<file path="config.mk">
export PLATFORM = sky130hd
export DESIGN_NAME = collectible_pool
export DESIGN_NICKNAME = d
export VERILOG_FILES = /design/src/rtl/collectible_pool.sv
export SDC_FILE = /design/constraint.sdc
export NUM_CORES = 1
export LEC_CHECK = 0
export ABC_AREA = 1
export BUFFER_PORTS_ARGS = -buffer_cell sky130_fd_sc_hd__buf_2
export CAP_MARGIN = 10
export CORE_ASPECT_RATIO = 0.9
export CORE_MARGIN = 2
export CORE_UTILIZATION = 57
export DETAILED_ROUTE_END_ITERATION = 12
export GPL_TIMING_DRIVEN = 0
export PLACE_DENSITY_LB_ADDON = 0.2
export SLEW_MARGIN = 30
export SYNTH_ARGS = -nofsm -noshare
export SYNTH_HDL_FRONTEND = slang
export SYNTH_SLANG_ARGS = --single-unit
</file>
<file path="constraint.sdc">
create_clock -name clk -period 3.7 [get_ports clk]
set_input_delay 0.74 -clock clk [delete_from_list [all_inputs] [get_ports clk]]
set_output_delay 0.74 -clock clk [all_outputs]
set_load 0.02 [all_outputs]
</file>
<file path="src/rtl/collectible_pool.sv">
// Multi-slot collectible controller: a shared spawn scheduler feeding NUM_SLOTS
// independent boxes that fly right-to-left along an up/down arc.
module collectible_pool #(
   parameter int unsigned NUM_SLOTS        = 4,
   parameter int unsigned BOX_WIDTH        = 30,
   parameter int unsigned BOX_HEIGHT       = 30,
   parameter int unsigned BOX_SPEED        = 6,
   parameter int unsigned X_START          = 640,
   parameter int unsigned Y_BASELINE       = 315,
   parameter int unsigned Y_INITIAL_OFFSET = 50,
   parameter int unsigned Y_STEP           = 3,
   parameter int unsigned SPAWN_GAP        = 20,
   parameter int unsigned MAX_HELD         = 3
) (
   input  logic                      clk,
   input  logic                      rst,
   input  logic                      game_en,
   input  logic [NUM_SLOTS-1:0]      caught,
   input  logic [9:0]                y_amplitude_in,
   input  logic [3:0]                held_count,
   output logic [10*NUM_SLOTS-1:0]   box_x_pos,
   output logic [10*NUM_SLOTS-1:0]   box_y_pos,
   output logic [9:0]                box_width,
   output logic [9:0]                box_height,
   output logic [NUM_SLOTS-1:0]      active,
   output logic                      spawn_pulse,
   output logic                      miss_pulse
);

   localparam int unsigned XW      = 10;
   localparam int unsigned YW      = 11;
   localparam int unsigned GW      = $clog2(SPAWN_GAP + 1);
   localparam int unsigned IW      = (NUM_SLOTS > 1) ? $clog2(NUM_SLOTS) : 1;
   localparam int unsigned Y_FLOOR = Y_BASELINE - BOX_HEIGHT;

   typedef enum logic [1:0] {
      S_IDLE = 2'd0,
      S_UP   = 2'd1,
      S_DOWN = 2'd2
   } slot_state_t;

   slot_state_t       state   [NUM_SLOTS];
   logic [XW-1:0]     x_q     [NUM_SLOTS];
   logic [YW-1:0]     y_off_q [NUM_SLOTS];
   logic [YW-1:0]     amp_q   [NUM_SLOTS];
   logic [GW-1:0]     gap_cnt;

   logic              grant_en;
   logic [IW-1:0]     grant_idx;
   logic              miss_any;

   // Lowest-index idle slot wins; only pre-edge idle slots are candidates.
   always_comb begin
      grant_en  = 1'b0;
      grant_idx = '0;
      if (gap_cnt == GW'(SPAWN_GAP) && held_count < 4'(MAX_HELD)) begin
         for (int i = 0; i < int'(NUM_SLOTS); i++) begin
            if (!grant_en && state[i] == S_IDLE) begin
               grant_en  = 1'b1;
               grant_idx = IW'(i);
            end
         end
      end
   end

   // Any flying, uncaught slot about to leave the left edge.
   always_comb begin
      miss_any = 1'b0;
      for (int i = 0; i < int'(NUM_SLOTS); i++) begin
         if (state[i] != S_IDLE && !caught[i] && x_q[i] < XW'(BOX_SPEED))
            miss_any = 1'b1;
      end
   end

   always_ff @(posedge clk) begin
      if (rst) begin
         for (int i = 0; i < int'(NUM_SLOTS); i++) begin
            state[i]   <= S_IDLE;
            x_q[i]     <= XW'(X_START);
            y_off_q[i] <= YW'(Y_INITIAL_OFFSET);
            amp_q[i]   <= '0;
         end
         active      <= '0;
         gap_cnt     <= '0;
         spawn_pulse <= 1'b0;
         miss_pulse  <= 1'b0;
      end else if (!game_en) begin
         spawn_pulse <= 1'b0;
         miss_pulse  <= 1'b0;
      end else begin
         spawn_pulse <= grant_en;
         miss_pulse  <= miss_any;

         if (grant_en)
            gap_cnt <= '0;
         else if (gap_cnt < GW'(SPAWN_GAP))
            gap_cnt <= gap_cnt + GW'(1);

         for (int i = 0; i < int'(NUM_SLOTS); i++) begin
            if (state[i] == S_IDLE) begin
               if (grant_en && grant_idx == IW'(i)) begin
                  state[i]   <= S_UP;
                  x_q[i]     <= XW'(X_START);
                  y_off_q[i] <= YW'(Y_INITIAL_OFFSET);
                  amp_q[i]   <= YW'(y_amplitude_in);
                  active[i]  <= 1'b1;
               end
            end else if (caught[i] || x_q[i] < XW'(BOX_SPEED)) begin
               // Catch or left-edge exit returns the slot to its idle position.
               state[i]   <= S_IDLE;
               x_q[i]     <= XW'(X_START);
               y_off_q[i] <= YW'(Y_INITIAL_OFFSET);
               active[i]  <= 1'b0;
            end else begin
               x_q[i] <= x_q[i] - XW'(BOX_SPEED);
               if (state[i] == S_UP) begin
                  if (y_off_q[i] < YW'(Y_INITIAL_OFFSET) + amp_q[i])
                     y_off_q[i] <= y_off_q[i] + YW'(Y_STEP);
                  else
                     state[i] <= S_DOWN;
               end else begin
                  y_off_q[i] <= (y_off_q[i] > YW'(Y_STEP)) ? y_off_q[i] - YW'(Y_STEP) : '0;
               end
            end
         end
      end
   end

   // Screen y measured down from the top; clamp when the arc rises above row 0.
   always_comb begin
      box_x_pos = '0;
      box_y_pos = '0;
      for (int i = 0; i < int'(NUM_SLOTS); i++) begin
         box_x_pos[i*10 +: 10] = x_q[i];
         if (y_off_q[i] > YW'(Y_FLOOR))
            box_y_pos[i*10 +: 10] = '0;
         else
            box_y_pos[i*10 +: 10] = XW'(YW'(Y_FLOOR) - y_off_q[i]);
      end
   end

   assign box_width  = 10'(BOX_WIDTH);
   assign box_height = 10'(BOX_HEIGHT);

endmodule

</file>
==> flow_summary.yaml <==
outcome:
  status: "complete, no violations"
critical_path:
  reg2reg_to: "y_off_q[0][4]$_SDFFCE_PN1P_"
  r2r-start: "amp_q[0][1]$_SDFFCE_PN0P_"
  critPathCaptureType: "primary output"
  cp.required_ns: 2.96
  cp-startpoint: "y_off_q[0][1]$_SDFFCE_PN1P_"
  crit_fanout: 6
  cp-start-kind: "register"
  ff2ff_setup_slack_ns: 0.49
  reg2reg_depth: 13
  endpoint: "box_y_pos[4]"
  critical_path_arrival_ns: 2.49
  path_class: "register to primary output"
finish:
  drive_gt1_frac: 0.141
  area_growth_pct: 13.5
  n_fill_cell: 1684
  fin_nets: 1677
  n_antenna_cell: 0
  final_cell_count_no_fill: 1841
clock_network:
  hold_buffers: 0
  cts.clk_slew.worst_paths_ns: 0.06
  cts.sink_count: 139
  cts_resized: 0
  post_cts_buffers: 0
  cts_tree: "done"
  clockBufferDepth: 2
  cts_root_buffer: "clkbuf_16"
  insertion_delay_ns: 0.43
  cts_max_level: 4
  cts_made_buffers: 17
floorplan:
  core-area_um2: 19000
  die-area_um2: 20300
  ioPinCount: 127
  initial_core_util: 0.576
  dieWidth_um: 150
  rows: 48
  die_y_um: 135
routing:
  routedWlPerCell_um: 13.9
  drc: 0
  ant_nets: 0
  vias: 9753
  drtIter0Drc: 677
  dr.pass1.iters: 5
  wirelength_mm: 25.6
  via_per_inst: 5.30
timing:
  finalCritPeriodShare: 0.872
  fin_ws_ns: 0.474
  setup_violations: 0
  setup_tns_ns: 0
  max_freq_mhz: 310
  rsz0062_at_grt: "no"
  tightest_slew_ns: 0.922
  period_minus_slack_ns: 3.23
  maxSlewHeadroom: 0.381
  slew_viol_final: 0
  hold_viol: 0
  clock_skew_ns: 0.00917
synth:
  yosysWarnings: 0
  syn_area_um2: 10900
  post-synth-top-count-cell: "nand2_1"
  synthFlopType: "edfxtp_1"
  synth-edff-count: 128
  synthTopCellsByArea: "edfxtp_1 35%, nand2_1 11%, ha_1 8.9%, nor2_1 7.4%, xor2_1 6.6%"
  synth-seq-cells: 139
  yosys.area.top_type: "edfxtp_1"
  synth_commonest_cells: "307 x nand2_1, 215 x nor2_1, 191 x inv_1"
  synth_top_area_frac: 0.351
  post_synth_num_cell_types: 40
  synth_seq_area_share: 0.372
  syn_avg_cell_area_um2: 7.62
  synthArstFlopShare: 0
  synthCells: 1436
global_route:
  grt_antenna_before_repair: 0
  grt_util_all_layers: 0.257
  grt_pass1_wl_mm: 42.0
  grt_pass1_vias: 8813
  overflow: 0
  grt_max_degree: 17
place:
  hpwl_mm: 19.5
  place.port_buffers: 101
  dp_cells: 1809
  place.gp.congestion: 0.930
  dp_slack_ns: 0.517
worst_hold_path:
  worstHoldPathType: "register to register"
  hold-path-cell-count: 1
run:
  cap_violations: 0
pwr:
  vdd_ir_drop_max_v: 0.000329
  power_w: 0.00430
  cellPowerDensity_nw_per_um2: 346
  leakage_nw: 6.01
==> worst max-delay path: stages, from the launching register on <==
cell and delay [ns]:
edfxtp_1 0.50, inv_1 0.24, ha_1 0.18, a21o_1 0.20
nand3_1 0.24, a21oi_1 0.22, nand2_1 0.09, nand2_1 0.16
a21oi_1 0.07, buf_2 0.16
==> layer usage <==
metal	vias to the layer above	wire length, µm	GRT usage
met5	-	0	0
met4	0	357	0.0681
met3	41	1640	0.0444
met2	287	11800	0.409
met1	4495	11800	0.365
li1	4930	-	-
==> registers in the layout, summed over array words and instances (netlist names) <==
register,flops
state,8
miss_pulse,1
y_off_q,44
spawn_pulse,1
amp_q,40
x_q,36
gap_cnt,5
active,4
==> cells in the final DEF, fill, tap and decap left out, drive strengths merged, types with 24 or more instances in the layout <==
cell    instances
conb           24
nand4          38
o21ai          67
buf           144
ha             78
edfxtp        128
xor2           82
nand2         312
a21oi          65
nor2          239
nand3         102
inv           198
==> worst min-delay path by stage <==
stage	from	to	slack [ns]
finish	active[3]$_SDFFE_PP0P_	active[3]$_SDFFE_PP0P_	0.46
global route	active[3]$_SDFFE_PP0P_	active[3]$_SDFFE_PP0P_	0.47
CTS	active[3]$_SDFFE_PP0P_	active[3]$_SDFFE_PP0P_	0.46
detailed placement	active[3]$_SDFFE_PP0P_	active[3]$_SDFFE_PP0P_	0.45
global placement	active[3]$_SDFFE_PP0P_	active[3]$_SDFFE_PP0P_	0.45
floorplan	gap_cnt[0]$_SDFFE_PP0P_	gap_cnt[0]$_SDFFE_PP0P_	0.47
==> stage by stage <==
step	hold WS [ns]	util	cell area [µm²]
after floorplan	0.474	-	11000
after global routing	0.473	0.654	12400
after global placement	0.445	0.624	11800
after detailed placement	0.450	0.624	11800
after CTS	0.463	0.654	12400
final	0.459	0.654	12400
==> logic make-up after synthesis <==
family          share of synthesized area
compound gates                     0.0670
xor+xnor                           0.0833
simple gates                        0.292
other cells                      0.000687
buf+inv                            0.0963
flops                               0.372
fa+ha+maj                          0.0892
==> cell type report <==
class,instances,area [µm²],share of cell area
clock buffer,18,429,0.0346
sequential,139,4060,0.327
tap,250,313,0.0252
timing repair buffer,101,505,0.0407
clock inverter,14,148,0.0119
inverter,196,741,0.0597
multi-input combinational,1077,5900,0.475
buffer,46,313,0.0252
==> report_power, final <==
part           total (W)  switching (W)  internal (W)
clock network    0.00169       0.000695      0.000993
logic           0.000735       0.000486      0.000249
registers        0.00188      0.0000835       0.00179
total            0.00430        0.00126       0.00303
No activity file was read; power rests on OpenSTA's default activity.
